[src/rtl/param_sync_fifo.sv]
// Parameterised single-clock FIFO with fill-level flags, sticky error flags and
// a choice of registered-read or first-word-fall-through output.
module param_sync_fifo #(
  parameter int DATA_W    = 8,
  parameter int DEPTH     = 16,
  parameter int AF_THRESH = 14,
  parameter int AE_THRESH = 2,
  parameter int FWFT      = 0
) (
  input  logic                     clk,
  input  logic                     reset_n,
  input  logic                     flush,
  input  logic                     wr_en,
  input  logic [DATA_W-1:0]        wr_data,
  output logic                     full,
  output logic                     almost_full,
  input  logic                     rd_en,
  output logic [DATA_W-1:0]        rd_data,
  output logic                     empty,
  output logic                     almost_empty,
  output logic [$clog2(DEPTH):0]   count,
  output logic                     overflow,
  output logic                     underflow
);

  localparam int AW = $clog2(DEPTH);
  localparam int CW = AW + 1;

  logic [DATA_W-1:0] r_mem [DEPTH];
  logic [AW-1:0]     r_wr_ptr;
  logic [AW-1:0]     r_rd_ptr;
  logic [CW-1:0]     r_count;
  logic              r_overflow;
  logic              r_underflow;
  logic              w_wr_acc;
  logic              w_rd_acc;

  // Accept decisions use the flags decoded from the count held before the edge.
  assign w_wr_acc = wr_en & ~full  & ~flush;
  assign w_rd_acc = rd_en & ~empty & ~flush;

  assign full         = (r_count == CW'(DEPTH));
  assign empty        = (r_count == {CW{1'b0}});
  assign almost_full  = (r_count >= CW'(AF_THRESH));
  assign almost_empty = (r_count <= CW'(AE_THRESH));
  assign count        = r_count;
  assign overflow     = r_overflow;
  assign underflow    = r_underflow;

  // Storage array; contents are meaningful only between the pointers.
  always_ff @(posedge clk) begin
    if (w_wr_acc) begin
      r_mem[r_wr_ptr] <= wr_data;
    end
  end

  // Pointers, fill level and sticky error flags.
  always_ff @(posedge clk or negedge reset_n) begin
    if (!reset_n) begin
      r_wr_ptr    <= {AW{1'b0}};
      r_rd_ptr    <= {AW{1'b0}};
      r_count     <= {CW{1'b0}};
      r_overflow  <= 1'b0;
      r_underflow <= 1'b0;
    end else if (flush) begin
      r_wr_ptr    <= {AW{1'b0}};
      r_rd_ptr    <= {AW{1'b0}};
      r_count     <= {CW{1'b0}};
      r_overflow  <= 1'b0;
      r_underflow <= 1'b0;
    end else begin
      if (w_wr_acc) begin
        r_wr_ptr <= r_wr_ptr + AW'(1);
      end
      if (w_rd_acc) begin
        r_rd_ptr <= r_rd_ptr + AW'(1);
      end
      case ({w_wr_acc, w_rd_acc})
        2'b10:   r_count <= r_count + CW'(1);
        2'b01:   r_count <= r_count - CW'(1);
        default: r_count <= r_count;
      endcase
      if (wr_en && full) begin
        r_overflow <= 1'b1;
      end
      if (rd_en && empty) begin
        r_underflow <= 1'b1;
      end
    end
  end

  generate
    if (FWFT != 0) begin : g_fwft
      // Head word is visible without a read strobe; don't-care while empty.
      assign rd_data = r_mem[r_rd_ptr];
    end else begin : g_reg
      logic [DATA_W-1:0] r_rd_data;

      // Registered read port: loads the head word on an accepted read only.
      always_ff @(posedge clk or negedge reset_n) begin
        if (!reset_n) begin
          r_rd_data <= {DATA_W{1'b0}};
        end else if (w_rd_acc) begin
          r_rd_data <= r_mem[r_rd_ptr];
        end else begin
          r_rd_data <= r_rd_data;
        end
      end

      assign rd_data = r_rd_data;
    end
  endgenerate

endmodule

[config.mk]
export PLATFORM = sky130hd
export DESIGN_NAME = param_sync_fifo
export DESIGN_NICKNAME = d
export VERILOG_FILES = /design/src/rtl/param_sync_fifo.sv
export SDC_FILE = /design/constraint.sdc
export NUM_CORES = 1
export LEC_CHECK = 0
export ABC_AREA = 1
export CORE_ASPECT_RATIO = 0.5
export CORE_MARGIN = 5
export CORE_UTILIZATION = 62
export CTS_BUF_LIST = sky130_fd_sc_hd__clkbuf_4
export DETAILED_ROUTE_END_ITERATION = 8
export GPL_TIMING_DRIVEN = 0
export PLACE_DENSITY = 0.82
export SETUP_SLACK_MARGIN = 0.05
export SYNTH_ARGS = -nofsm -noshare
export SYNTH_HDL_FRONTEND = slang
export SYNTH_SLANG_ARGS = --single-unit
export TNS_END_PERCENT = 20
[constraint.sdc]
create_clock -name clk -period 2.95 [get_ports clk]
set_input_delay 0.4425 -clock clk [delete_from_list [all_inputs] [get_ports clk]]
set_output_delay 0.4425 -clock clk [all_outputs]
set_load 0.03 [all_outputs]
Yosys cells after proc, flatten, opt, wreduce, memory -nomap -nowiden. Memory sizes are Yosys's and may differ from the RTL's. A register that Yosys moved wholly into a read port is not among the register bits. Cells that the tools add are included.

Register bits after elaboration: 15. Bits in writable memories: 128. Input port bits: 13. Memories: 1.

$add $sub $neg: 4. $lt $le $gt $ge: 2. Equal/unequal tests: 3. Multiplexer cells: 12. Bitwise logic cells: 7. Reduce and logical (&&, ||, !) cells: 9.

Memory list: r_mem (depth 16, bits a word 8, rd ports 1, clocked after Yosys merged registers in 1, write ports 1, line 29) `logic [DATA_W-1:0] r_mem [DEPTH];`.

Operators by type and width (count): $mux W4 (4); $pmux W5 S2 (1); $add A4 B1 Y4 const B (2); $reduce_bool A2 Y1 (4); $mux W1 (6); $add A5 B1 Y5 const B (1); $eq A5 B5 Y1 const B (1); $ge A5 B4 Y1 const B (1); $le A5 B2 Y1 const B (1); $logic_not A5 Y1 (1); $mux W5 (1); $sub A5 B1 Y5 const B (1); $and A1 B1 Y1 (4); $not A1 Y1 (3); $reduce_bool A3 Y1 (1); $eq A2 B1 Y1 const B (1); $eq A2 B2 Y1 const B (1); $logic_and A1 B1 Y1 (2); $logic_not A1 Y1 (1).

Depth between registers and ports, before layout.
Depth after elaboration: 7. Gate-level depth with buffers: 15. Depth with buffers taken out: 15.

Least setup slack after synthesis. Ideal clock, no wire load.

Path kind: register to output. Start: register r_count[0], in the netlist count[0]. End: output almost_empty. Arrival: 2.189 ns. Setup slack: 0.319 ns. Stages on the path, launching flop included: 2. Cells stage by stage: dfrtp_1 -> a2111oi_0.

Word-level cells in the longest chain between the ends: 1.

RTL lines: start, declared (line 32) `logic [CW-1:0] r_count;`; start signal, assigned (line 62) `r_count <= {CW{1'b0}};`; start signal, assigned (line 68) `r_count <= {CW{1'b0}};`; start signal, assigned (line 79) `2'b10: r_count <= r_count + CW'(1);`; $le A5 B2 Y1 (line 45) `assign almost_empty = (r_count <= CW'(AE_THRESH));`; end, declared (line 20) `output logic almost_empty,`.

No other way between the ends.

Worst setup path after layout. Ends and elaborated chain as after synthesis.

==> results.json <==
{
  "timing.final.crit_share_pct": 89.6,
  "wire_per_inst_um": 24.0,
  "coreArea_um2": 9630,
  "grtUsageTotal_pct": 28.8,
  "netlist_area_um2": 6260,
  "worst_pin_slew_ns": 1.09,
  "leakage_nw": 2.34,
  "dieArea_um2": 12300,
  "arrival_ns": 2.20,
  "cp_max_fo": 8,
  "netlist-cell-type-count": 34,
  "internal-power_mw": 3.52,
  "cts_resized": 0,
  "die_h_um": 81.0,
  "synth-simple-area-share_pct": 11.6,
  "maxCapViolCount": 0,
  "drt-pass1-iter-count": 6,
  "hold_viol_final": 0,
  "vias": 4586,
  "cp.required_ns": 2.51,
  "synth.top_cells.by_area": "edfxtp_1 (61%), dfrtp_1 (9.2%), nor2_1 (5.2%)",
  "synth_edf_count": 128,
  "cts_setup_buffers": 0,
  "numPortBuffers": 31,
  "synthesis.nets": 523,
  "htree_levels": 4,
  "synth_compound_area_share_pct": 12.9,
  "combPwrFrac_pct": 36.8,
  "ctsHoldBuffers": 0,
  "swShare_pct": 39.5,
  "hpwl_um": 10900,
  "clock_latency_ns": 0.55,
  "yosysTopAreaCellShare_pct": 61.4,
  "syn_inst": 503,
  "maxUsedRoutingLayer": "met5",
  "drive_gt1_share_pct": 8.67,
  "first_iter_violations": 842,
  "synthTopCellsByCount": "edfxtp_1 (128), nor2_1 (87), o21ai_0 (64)",
  "fin_crit_ns": 2.64,
  "diodes": 0,
  "pre_cts_ws_ns": 0.0929,
  "num_io_pins": 32,
  "wirelength_met1_um": 5950,
  "critPathCaptureType": "primary output",
  "globalplace.congestion": 0.903,
  "syn_area_per_cell_um2": 12.4,
  "p_per_area_nw_per_um2": 836,
  "status": "finished, final reports clean",
  "cts_sinks": 151,
  "ys_warn_count": 0,
  "dr_wl_met3_um": 2730,
  "synthArstFlopShare_pct": 15.2,
  "yosys.cell_count.top_type": "edfxtp_1",
  "clkSlewWorstSetupHoldPaths_ns": 0.12,
  "antenna_found_initial": 1,
  "grt_max_degree": 24,
  "max-clock-path-buffers": 2,
  "path_class": "flop to primary output",
  "grt_pass1_wl_um": 25800,
  "ir_worst_vdd_v": 0.000757,
  "rows": 25,
  "synthMuxAreaShare_pct": 0,
  "synthAdderAreaFrac_pct": 1.40,
  "antenna_left": 0,
  "grt_overflow": 0,
  "grt_pass1_vias": 4578,
  "cts_tree": "built",
  "setup-violations-final": 0,
  "p_sw_mw": 2.30,
  "synth_xor_area_share_pct": 0.280,
  "slew_viol_final": 0,
  "pwr-share-clk_pct": 18.7,
  "hold_path.class": "primary input to asynchronous set/reset pin",
  "die_w_um": 152,
  "start_kind": "flop",
  "seq_area_frac_synth_pct": 70.6,
  "setup_tns_ns": 0,
  "nets": 573,
  "clock_skew_ns": 0.0119,
  "start_util_pct": 64.9,
  "synthFlopType": "edfxtp_1",
  "vias_per_cell": 6.55,
  "setup_slack_ns": 0.306,
  "synth_top_family_by_area": "compound AO/OA/AOI/OAI gates",
  "cts_buffers": 17,
  "synth_top_cell_by_area": "edfxtp_1",
  "drc_errors": 0,
  "dr_wl_met2_um": 7530,
  "syn_to_final_growth_pct": 11.2,
  "rsz0062_at_grt": "no",
  "routed_wl_um": 16800,
  "seqPwrFrac_pct": 44.5,
  "slew-limit-headroom_pct": 27.0,
  "cts_root_buf": "clkbuf_4",
  "max_freq_ghz": 0.378,
  "synth_seq_cells": 151
}
==> cell usage in the layout, fill, tap and decap left out, types with 5 or more instances in the layout <==
cell type	netlist	routed
buf_2	6	6
dfrtp_1	23	23
inv_1	15	15
nand2_1	31	31
clkdlybuf4s50_1	0	31
o21ai_1	12	12
ha_1	7	7
clkbuf_1	18	18
clkbuf_4	0	17
o221ai_1	23	23
clkinv_1	1	7
o22ai_1	10	10
clkinv_2	0	5
o21a_1	8	8
o211ai_1	9	9
edfxtp_1	128	128
nand3_1	30	30
nor2_1	87	87
o21ai_0	64	64
==> logic make-up after synthesis <==
family,after synthesis
XOR/XNOR,2
adder cells (fa/ha/maj),7
AND/OR/NAND/NOR,163
AO/OA/AOI/OAI,132
buffers and inverters,48
flip-flops,151
==> area by class of cell <==
cell class,instances,area [um^2]
flip-flops and latches,151,4420
clock buffers,17,128
inverters,21,83.8
well taps,135,169
fillers,663,2680
repair buffers,31,310
clock inverters,14,92.6
plain buffers,27,113
multi-input cells,304,1640
==> worst paths after layout <==
path	cells after the start	start	slack (ns)	to
min in group clk	1	rd_data[0]	0.50	rd_data[0]
max in group asynchronous	1	reset_n	1.82	rd_data[3]
worst min register to register	1	rd_data[0]	0.50	rd_data[0]
worst min-delay path	1	reset_n	0.48	count[3]
worst max register to register	7	r_rd_ptr[1]	0.53	rd_data[1]
worst max-delay path	2	count[0]	0.31	almost_empty
==> metrics by stage <==
stage	power, mW	instance area, um^2	std cells	hold WS [ns]	utilization, %
2_1_floorplan	3.88	6260	503	0.147	-
3_3_place_gp	4.61	6740	669	0.474	69.9
5_1_grt	6.06	6960	700	0.520	72.2
3_5_place_dp	4.67	6740	669	0.479	69.9
6_report	5.82	6960	700	0.478	72.2
4_1_cts	5.74	6960	700	0.488	72.2
==> state kept, by name, summed over array words and instances (netlist names) <==
register / count
count: 5
underflow: 1
r_rd_ptr: 4
overflow: 1
r_wr_ptr: 4
r_mem: 128
rd_data: 8
==> metal layers <==
metal	GRT usage, %	vias up
met2	44.1	384
met5	0	-
met1	37.1	2178
li1	-	1956
met4	12.3	2
met3	12.0	66
==> power by group through the flow <==
| stage | logic [mW] | clock network (mW) | registers, mW |
|---|---|---|---|
| 2_1_floorplan | 1.11 | 0 | 2.77 |
| 4_1_cts | 2.08 | 1.08 | 2.58 |
| 3_3_place_gp | 1.99 | 0 | 2.62 |
| 3_5_place_dp | 2.05 | 0 | 2.62 |
| 5_1_grt | 2.26 | 1.20 | 2.60 |
| 6_report | 2.14 | 1.09 | 2.59 |
==> worst max-delay path: stages (launching register included) <==
cell	delay, ns
dfrtp_1	0.49
a2111oi_0	0.43
clkdlybuf4s50_1	0.75
No activity file was read; power rests on OpenSTA's default activity.
